<file path="src/rtl/traffic_density_encoder.sv">
// Per-lane vehicle counting over a sec_tick-timed window, classified into light (L) / heavy (H) flags.
// Detector inputs are synchronised and debounced before counting; counters saturate instead of wrapping.
module traffic_density_encoder #(
   parameter int DEB_CYCLES = 4,
   parameter int WINDOW_SEC = 10,
   parameter int LOW_TH     = 2,
   parameter int HIGH_TH    = 8,
   parameter int CNT_W      = 6
) (
   input  logic       clk,
   input  logic       reset,
   input  logic       sec_tick,
   input  logic [2:0] car_det,
   output logic [2:0] L,
   output logic [2:0] H,
   output logic       valid,
   output logic [2:0] sat
);

   localparam int DC_W  = $clog2(DEB_CYCLES + 1);
   localparam int WIN_W = (WINDOW_SEC > 1) ? $clog2(WINDOW_SEC) : 1;

   localparam logic [DC_W-1:0]  DC_ONE   = DC_W'(1);
   localparam logic [DC_W-1:0]  DC_MAX   = DC_W'(DEB_CYCLES);
   localparam logic [WIN_W-1:0] WIN_ZERO = WIN_W'(0);
   localparam logic [WIN_W-1:0] WIN_ONE  = WIN_W'(1);
   localparam logic [WIN_W-1:0] WIN_LAST = WIN_W'(WINDOW_SEC - 1);
   localparam logic [CNT_W-1:0] CNT_ZERO = CNT_W'(0);
   localparam logic [CNT_W-1:0] CNT_ONE  = CNT_W'(1);
   localparam logic [CNT_W-1:0] CNT_MAX  = {CNT_W{1'b1}};
   localparam logic [CNT_W-1:0] LOW_C    = CNT_W'(LOW_TH);
   localparam logic [CNT_W-1:0] HIGH_C   = CNT_W'(HIGH_TH);

   typedef enum logic [1:0] {
      D_LOW  = 2'd0,
      D_RISE = 2'd1,
      D_HIGH = 2'd2,
      D_FALL = 2'd3
   } deb_state_t;

   // Saturating increment: holds at all-ones instead of wrapping to zero.
   function automatic logic [CNT_W-1:0] sat_inc(input logic [CNT_W-1:0] v);
      if (v == CNT_MAX) begin
         sat_inc = v;
      end else begin
         sat_inc = v + CNT_ONE;
      end
   endfunction

   logic [2:0]       sync1_r;
   logic [2:0]       sync2_r;
   logic [2:0]       inc_s;
   logic             close_s;
   logic [WIN_W-1:0] win_r;
   logic [CNT_W-1:0] cnt_r [3];
   logic [2:0]       sat_int_r;
   logic [2:0]       l_r;
   logic [2:0]       h_r;
   logic [2:0]       sat_r;
   logic             valid_r;

   // Two-flop synchroniser for the asynchronous detector levels
   always_ff @(posedge clk or negedge reset) begin
      if (!reset) begin
         sync1_r <= 3'b000;
         sync2_r <= 3'b000;
      end else begin
         sync1_r <= car_det;
         sync2_r <= sync1_r;
      end
   end

   for (genvar i = 0; i < 3; i++) begin : g_lane
      deb_state_t      state_r;
      logic [DC_W-1:0] dc_r;

      // Debounce FSM: a level change is accepted after DEB_CYCLES+1 equal samples
      always_ff @(posedge clk or negedge reset) begin
         if (!reset) begin
            state_r <= D_LOW;
            dc_r    <= {DC_W{1'b0}};
         end else begin
            case (state_r)
               D_LOW: begin
                  if (sync2_r[i]) begin
                     state_r <= D_RISE;
                     dc_r    <= DC_ONE;
                  end
               end
               D_RISE: begin
                  if (!sync2_r[i]) begin
                     state_r <= D_LOW;
                  end else if (dc_r == DC_MAX) begin
                     state_r <= D_HIGH;
                  end else begin
                     dc_r <= dc_r + DC_ONE;
                  end
               end
               D_HIGH: begin
                  if (!sync2_r[i]) begin
                     state_r <= D_FALL;
                     dc_r    <= DC_ONE;
                  end
               end
               D_FALL: begin
                  if (sync2_r[i]) begin
                     state_r <= D_HIGH;
                  end else if (dc_r == DC_MAX) begin
                     state_r <= D_LOW;
                  end else begin
                     dc_r <= dc_r + DC_ONE;
                  end
               end
               default: begin
                  state_r <= D_LOW;
                  dc_r    <= {DC_W{1'b0}};
               end
            endcase
         end
      end

      // The accepted rising edge is the vehicle event
      assign inc_s[i] = (state_r == D_RISE) && sync2_r[i] && (dc_r == DC_MAX);
   end

   assign close_s = sec_tick && (win_r == WIN_LAST);

   // Window position, advanced by each high clock of sec_tick
   always_ff @(posedge clk or negedge reset) begin
      if (!reset) begin
         win_r <= WIN_ZERO;
      end else if (sec_tick) begin
         win_r <= close_s ? WIN_ZERO : (win_r + WIN_ONE);
      end else begin
         win_r <= win_r;
      end
   end

   // Lane counters; an event on the closing edge belongs to the new window
   always_ff @(posedge clk or negedge reset) begin
      if (!reset) begin
         for (int k = 0; k < 3; k++) begin
            cnt_r[k] <= CNT_ZERO;
         end
         sat_int_r <= 3'b000;
      end else begin
         for (int k = 0; k < 3; k++) begin
            if (close_s) begin
               cnt_r[k]     <= inc_s[k] ? CNT_ONE : CNT_ZERO;
               sat_int_r[k] <= 1'b0;
            end else if (inc_s[k]) begin
               cnt_r[k] <= sat_inc(cnt_r[k]);
               if (cnt_r[k] == CNT_MAX) begin
                  sat_int_r[k] <= 1'b1;
               end
            end
         end
      end
   end

   // Classification registers, refreshed only when a window closes
   always_ff @(posedge clk or negedge reset) begin
      if (!reset) begin
         l_r     <= 3'b000;
         h_r     <= 3'b000;
         sat_r   <= 3'b000;
         valid_r <= 1'b0;
      end else begin
         valid_r <= close_s;
         if (close_s) begin
            for (int k = 0; k < 3; k++) begin
               l_r[k] <= (cnt_r[k] <= LOW_C);
               h_r[k] <= (cnt_r[k] >= HIGH_C);
            end
            sat_r <= sat_int_r;
         end
      end
   end

   assign L     = l_r;
   assign H     = h_r;
   assign sat   = sat_r;
   assign valid = valid_r;

endmodule

</file>
<file path="config.mk">
export PLATFORM = sky130hd
export DESIGN_NAME = traffic_density_encoder
export DESIGN_NICKNAME = d
export VERILOG_FILES = /design/src/rtl/traffic_density_encoder.sv
export SDC_FILE = /design/constraint.sdc
export NUM_CORES = 1
export LEC_CHECK = 0
export BUFFER_PORTS_ARGS = -buffer_cell sky130_fd_sc_hd__clkbuf_2
export CORE_UTILIZATION = 54
export CTS_CLUSTER_SIZE = 8
export DETAILED_ROUTE_END_ITERATION = 10
export GPL_TIMING_DRIVEN = 0
export HOLD_SLACK_MARGIN = 0.05
export PLACE_DENSITY = 0.82
export SETUP_SLACK_MARGIN = 0.2
export SLEW_MARGIN = 20
export SYNTH_ARGS = -nofsm -noshare
export SYNTH_HDL_FRONTEND = slang
export SYNTH_SLANG_ARGS = --single-unit
</file>
<file path="constraint.sdc">
create_clock -name clk -period 1.5 [get_ports clk]
set_input_delay 0.075 -clock clk [delete_from_list [all_inputs] [get_ports clk]]
set_output_delay 0.075 -clock clk [all_outputs]
set_load 0.01 [all_outputs]
</file>
==> results of run 1 <==
-- synth_stat cells (3+ instances only) --
cell / instances
mux2_2: 3
nor4_2: 3
or3_1: 3
nand4_1: 3
inv_1: 21
nand2_1: 35
o21ai_0: 9
a22o_1: 6
a21oi_1: 21
nor2_1: 22
dfrtp_1: 56
nand3_1: 7
ha_1: 14
nand2b_1: 4
xor2_1: 3
and3_1: 3
buf_2: 3
o211ai_1: 3
nor3_1: 6
-- per-stage QoR --
step	setup slack (ns)	utilization [%]	TNS, ns	area, um^2
3_5_place_dp	-0.0633	61.4	-0.377	2940
5_1_grt	-0.175	85.6	-3.15	4100
6_report	-0.163	85.6	-1.91	4100
2_1_floorplan	0.0625	-	0	2780
4_1_cts	-0.0258	79.6	-0.0367	3810
3_3_place_gp	-0.0120	61.4	-0.0264	2940
-- layout make-up --
type                            count  share of cell area, %
Inverter                           22                   2.02
Buffer                              6                   2.63
Tap cell                           67                   2.05
Clock buffer                        7                   2.35
Clock inverter                      1                  0.733
Multi-Input combinational cell    182                   39.5
Sequential cell                    56                   34.2
Timing Repair Buffer               76                   16.5
-- worst register-to-register path: stages (launching register included) --
cell and delay (ns):
dfrtp_1 0.42, inv_2 0.09, ha_4 0.14, and3_4 0.21, o211ai_1 0.15, or3_1 0.40
a21oi_2 0.18
-- power by group through the flow --
stage               clock network, mW  registers (mW)  logic [mW]
detailed placement                  0            2.74        1.83
global route                     1.16            2.93        3.93
finish                           1.11            2.88        3.73
CTS                              1.09            2.71        2.92
global placement                    0            2.70        1.70
floorplan                           0            2.65        1.37
-- path summary, 6_finish.rpt --
check                      slack (ns)  cells past startpoint                          start                    to
max in group asynchronous        0.57                      2                          reset  cnt_r[2]$_DFFE_PN0P_
min reg2reg                      0.36                      0           sync1_r[2]$_DFF_PN0_  sync2_r[2]$_DFF_PN0_
max reg2reg                     -0.16                      6  g_lane[2].dc_r[1]$_DFFE_PN0P_  cnt_r[3]$_DFFE_PN0P_
min in group asynchronous        0.38                      2                          reset  win_r[0]$_DFFE_PN0P_
min                              0.20                      3                       sec_tick  win_r[0]$_DFFE_PN0P_
max                             -0.16                      6  g_lane[2].dc_r[1]$_DFFE_PN0P_  cnt_r[3]$_DFFE_PN0P_
-- sequential cells by signal, summed over array words and instances, names as in the netlist, named ones only --
register	count
H	3
cnt_r	18
sync2_r	3
g_lane.dc_r	9
win_r	4
sat_int_r	3
g_lane.state_r	3
sat	3
sync1_r	3
L	3
valid	1
-- layer usage --
layer  wire length, um  vias up
li1                  -     1096
met1              3370     1291
met2              4730      178
met3               793       54
met4               449        0
met5                 0        -
-- logic make-up (layout without fill, tap and decap cells) --
kind of cell	after synthesis	in the layout
adders and majority gates	14	14
buffers and inverters	28	112
DFF	56	56
AOI/OAI and AO/OA	56	56
xor gates and xnor gates	5	5
and+or+nand+nor	102	102
muxes	5	5
-- repair_timing --
| action | 4_1_cts | 5_1_grt |
|---|---|---|
| gates resized for setup | 95 | 41 |
| endpoints found under the setup margin | 41 | 46 |
| pin swaps | 32 | 20 |
| gates cloned | 2 | 1 |
| hold endpoints to repair | 60 | 0 |
| buffers inserted | 41 | 12 |
| hold buffers | 5 | 0 |
==> reports/metrics.cfg, run 1 <==
[routing]
wl_mm = 9.35
via_per_inst = 6.28
num_vias = 2619
wire_per_inst_um = 22.4
drtIter0Drc = 300
drc = 0
drtPass1Iterations = 5
ant_nets = 0

[floorplanning]
dieWidth_um = 72.8
core_area_um2 = 4790
die_area_um2 = 5310
start_util_pct = 56.6
num_rows = 25
io-pin-count = 16
die_h_um = 72.8

[power_and_ir_drop]
internal_power_mw = 4.52
finalPower_mw = 7.73
combPwrFrac_pct = 48.3
powerDensity_nw_per_um2 = 1890
power_frac_seq_pct = 37.3
vdd_drop_max_mv = 1.49
leakage_nw = 1.82
sw_frac_of_total_pct = 41.4
p_switching_mw = 3.20
p_clk_share_pct = 14.4

[sta]
min_period_ns = 1.66
clock_skew_ns = 0.00790
final_hold_viol_count = 0
hold_ws_ns = 0.204
finalMaxSlewViolations = 0
grt_setup_unrepaired = true
max_slew.worst_pin.slew_ns = 0.780
setup_viol = 28
fin_crit_sh_pct = 111
relSlewSlack_pct = 48.0
setup_slack_ns = -0.163
fmax_ghz = 0.601

[placed_design]
hpwl_mm = 3.53
portBuffers = 15
post-place-cells = 348
place_congestion = 0.803

[logic_synthesis]
synth_seq_area_share_pct = 51.7
synth_top_family_by_area = simple AND/OR/NAND/NOR gates
synthSimpleGateAreaFrac_pct = 19.3
synth_top_cell_area_share_pct = 51.7
ys_ff_latch = 56
syn_area_um2 = 2710
synth_warnings = 0
synthTopCellsByArea = dfrtp_1 (52%), ha_1 (6.5%), nand2_1 (4.8%), a21oi_1 (3.9%), nor2_1 (3.0%)
synth_mux_area_share_pct = 1.99
avgSynthCellArea_um2 = 10.2
synthArstFlopShare_pct = 100
synthCells = 266
yosysTopAreaCell = dfrtp_1
synth-compound-area-share_pct = 14.4
synthAdderAreaFrac_pct = 6.46
synth_edf_count = 0
yosys_most_used_dff = dfrtp_1
yosysUniqueCellTypes = 47
synth_xor_area_share_pct = 1.62
syn_nets = 286

[global_route]
grt_use_total_pct = 31.8
use_met2_pct = 56.9
grt_first_pass_wirelength_mm = 12.4
antenna_found_initial = 0
grt-ovfl-total = 0
gr-usage-met3_pct = 6.08
grt.met1_usage_pct = 37.3
grt_max_degree = 57
grt_pass1_vias = 2510
busiest_layer = met2

[clock_tree]
clk_pin_slew_ns = 0.10
cts_htree_levels = 2
cts_root_buffer = clkbuf_8
cts_tree = built
cts_buffers = 5
clock-sinks = 56
clk_latency_ns = 0.32
cts.path.max_buffers = 2

[finish]
drive_above_1_share_pct = 50.0
multi_input_area_um2 = 1620
area_growth_pct = 51.2
diodes = 0
stdcell_count = 417
num-fill-cells = 182
layout_common_cells = dfrtp_1 (55), buf_4 (28), buf_6 (27)
mostFrequentLayoutCell = dfrtp_1
fin_nets = 369
regArea_um2 = 1400

[worst_setup_path]
critPathKind = reg -> reg
critPathMaxStageDelay_ns = 0.42
slowest_stage = dfrtp_1
worstPathMaxFanout = 3
cp-start-kind = register
cp_num_buf_inv = 1
path_cells = inv_2, ha_4, and3_4, o211ai_1, or3_1, a21oi_2
cp_top_family = simple AND/OR/NAND/NOR gates
crit_path_end_kind = register
worst_ep_arrival_time_ns = 1.91
cp.required_ns = 1.74

[outcome]
violations = setup timing
status = finished, violations left

[worst_hold_path]
hp-class = in -> reg

[job]
max-cap-violations = 0

(Power assumes the default switching activity.)
==> run 2: changes to the inputs <==
--- a/config.mk
+++ b/config.mk
@@ -6,6 +6,8 @@
 export NUM_CORES = 1
 export LEC_CHECK = 0
 export BUFFER_PORTS_ARGS = -buffer_cell sky130_fd_sc_hd__clkbuf_2
+export CAP_MARGIN = 25
+export CORE_MARGIN = 2
 export CORE_UTILIZATION = 54
 export CTS_CLUSTER_SIZE = 8
 export DETAILED_ROUTE_END_ITERATION = 10
==> run 2 against run 1 <==
The run still ends with setup timing left. Maximum frequency grew 3.9%. First-iteration DRC count shrank 5.3%. Critical path type unchanged. Hold slack lost 0.078 ns. Largest power group unchanged. Non-clock buffer count shrank 9.
==> reports/metrics.cfg, run 2 (synthesis results as in run 1) <==
[clock_tree]
cts_root_buffer = clkbuf_8
clk_pin_slew_ns = 0.10  ; about the same
cts.path.max_buffers = 2  ; unchanged
clock-sinks = 56  ; unchanged
cts_tree = built
cts_htree_levels = 2  ; unchanged
cts_buffers = 5  ; unchanged
clk_latency_ns = 0.32  ; about the same

[global_route]
grt-ovfl-total = 0  ; unchanged
grt_max_degree = 57  ; unchanged
antenna_found_initial = 0  ; unchanged
grt_use_total_pct = 27.0  ; -4.8 points
grt_pass1_vias = 2305  ; -8.2%
grt_first_pass_wirelength_mm = 11.2  ; -9.5%

[power_and_ir_drop]
combPwrFrac_pct = 48.3  ; about the same
leakage_nw = 1.75  ; -4.0%
finalPower_mw = 7.31  ; -5.4%
p_switching_mw = 3.07  ; -4.1%
vdd_drop_max_mv = 1.28  ; -14%
power_frac_seq_pct = 39.3  ; +2.0 points
sw_frac_of_total_pct = 42.0  ; +0.59 points
p_clk_share_pct = 12.4  ; -2.0 points
internal_power_mw = 4.24  ; -6.4%
powerDensity_nw_per_um2 = 1830  ; -3.0%

[floorplanning]
dieWidth_um = 74.8  ; +2.7%
io-pin-count = 16  ; unchanged
die_h_um = 74.8  ; +2.7%
num_rows = 25  ; unchanged
core_area_um2 = 4790  ; unchanged
die_area_um2 = 5600  ; +5.6%
start_util_pct = 56.6  ; unchanged

[outcome]
violations = setup timing
status = finished, violations left

[routing]
ant_nets = 0  ; unchanged
wl_mm = 8.77  ; -6.2%
num_vias = 2504  ; -4.4%
drc = 0  ; unchanged
via_per_inst = 6.12  ; -2.5%
wire_per_inst_um = 21.5  ; -4.3%
drtPass1Iterations = 5  ; unchanged
drtIter0Drc = 284  ; -5.3%

[worst_setup_path]
worstPathMaxFanout = 5  ; +2
cp.required_ns = 1.75  ; about the same
cp-start-kind = register
crit_path_end_kind = register
worst_ep_arrival_time_ns = 1.85  ; -0.06 ns
critPathKind = reg -> reg

[sta]
fmax_ghz = 0.625  ; +3.9%
fin_crit_sh_pct = 107  ; -4.1 points
grt_setup_unrepaired = true
max_slew.worst_pin.slew_ns = 0.761  ; -0.0194 ns
final_hold_viol_count = 0  ; unchanged
relSlewSlack_pct = 49.3  ; +1.3 points
finalMaxSlewViolations = 0  ; unchanged
setup_slack_ns = -0.101  ; +0.0617 ns
clock_skew_ns = 0.0117  ; +0.00379 ns
setup_viol = 29  ; +3.6%
min_period_ns = 1.60  ; -0.0617 ns

[worst_hold_path]
hp-class = in -> reg

[finish]
diodes = 0  ; unchanged
multi_input_area_um2 = 1620  ; -0.23%
num-fill-cells = 220  ; +21%
postLayoutCoreUtil_pct = 83.4  ; -2.2 points
mostFrequentLayoutCell = dfrtp_1
regArea_um2 = 1400  ; unchanged
stdcell_count = 409  ; -1.9%
drive_above_1_share_pct = 47.7  ; -2.3 points
top_regs = cnt_r (18), g_lane.dc_r (9), win_r (4)
largest_register_ff_count = 18  ; unchanged
largest_register = cnt_r
area_growth_pct = 47.3
layout_common_cells = dfrtp_1 (55), nand2_1 (28), buf_4 (27)
fin_nets = 361  ; -2.2%

[placed_design]
place_congestion = 0.894  ; +11%
hpwl_mm = 3.19  ; -9.7%
portBuffers = 15  ; unchanged
post-place-cells = 348  ; unchanged
place_ws_ns = -0.0358  ; +0.0274 ns

[job]
max-cap-violations = 0  ; unchanged

==> run 2: cell count changes in the layout (fill, tap and decap cells not counted), sizes merged <==
cell / before / now
bufinv: 1 / 0
clkinv: 0 / 1
clkinvlp: 0 / 2
clkbuf: 24 / 23
buf: 60 / 52
inv: 22 / 21
==> run 2: worst paths after layout <==
path | from | end | slack (ns) | depth (start not counted)
hold reg to reg | sync1_r[0]$_DFF_PN0_ | sync2_r[0]$_DFF_PN0_ | 0.35 | 0
hold / removal | sec_tick | win_r[1]$_DFFE_PN0P_ | 0.13 | 3
setup reg to reg | g_lane[0].dc_r[0]$_DFFE_PN0P_ | cnt_r[15]$_DFFE_PN0P_ | -0.10 | 7
min in group asynchronous | reset | H[1]$_DFFE_PN0P_ | 0.41 | 2
setup / recovery | g_lane[0].dc_r[0]$_DFFE_PN0P_ | cnt_r[15]$_DFFE_PN0P_ | -0.10 | 7
max in group asynchronous | reset | cnt_r[8]$_DFFE_PN0P_ | 0.56 | 2
==> run 2: layer usage <==
| layer | vias to the layer above | share of wire (%) | global-route usage [%] |
|---|---|---|---|
| met5 | - | 0 | 0 |
| met4 | 0 | 2.2 | 9.33 |
| met3 | 22 | 6.0 | 5.49 |
| met2 | 142 | 53 | 46.5 |
| met1 | 1255 | 39 | 34.1 |
| li1 | 1085 | - | - |
==> run 2: through the flow <==
| stage | setup TNS, ns | hold WS (ns) | area [um^2] |
|---|---|---|---|
| finish | -1.30 | 0.126 | 3990 |
| global route | -3.25 | 0.133 | 3990 |
| CTS | -0.0984 | 0.104 | 3700 |
| floorplan | 0 | -0.221 | 2780 |
| global placement | -0.0204 | 0.184 | 2940 |
| detailed placement | -0.141 | 0.185 | 2940 |
==> run 2: worst max-delay path, cell delays in order, from the launching register on <==
cell,delay (ns)
dfrtp_1,0.42
inv_2,0.10
ha_4,0.13
and3_4,0.18
buf_6,0.11
o211ai_4,0.10
or3_4,0.34
a21oi_2,0.15
==> run 2: power groups by stage <==
stage | combinational [mW] | clock (mW) | sequential, mW
2_1_floorplan | 1.37 | 0 | 2.65
3_3_place_gp | 1.70 | 0 | 2.69
3_5_place_dp | 1.80 | 0 | 2.73
4_1_cts | 2.73 | 0.883 | 2.71
5_1_grt | 3.77 | 0.958 | 2.92
6_report | 3.53 | 0.904 | 2.87
==> run 2: repair_timing <==
action / CTS / global route
setup endpoints to repair: 40 / 46
gates cloned: 4 / 1
resized for setup: 70 / 51
pin swaps: 24 / 23
buffers inserted: 35 / 8
hold endpoints to repair: 60 / 0
hold buffers: 5 / 0
==> run 2: cell type report <==
cell class,count,area share [%]
clock buffer,7,2.16
buffer,6,2.44
inverter,22,2.38
clock inverter,1,0.188
tap,67,2.10
timing repair buffer,67,14.9
multi-input combinational,182,40.5
timing repair inverter,1,0.188
sequential,56,35.1
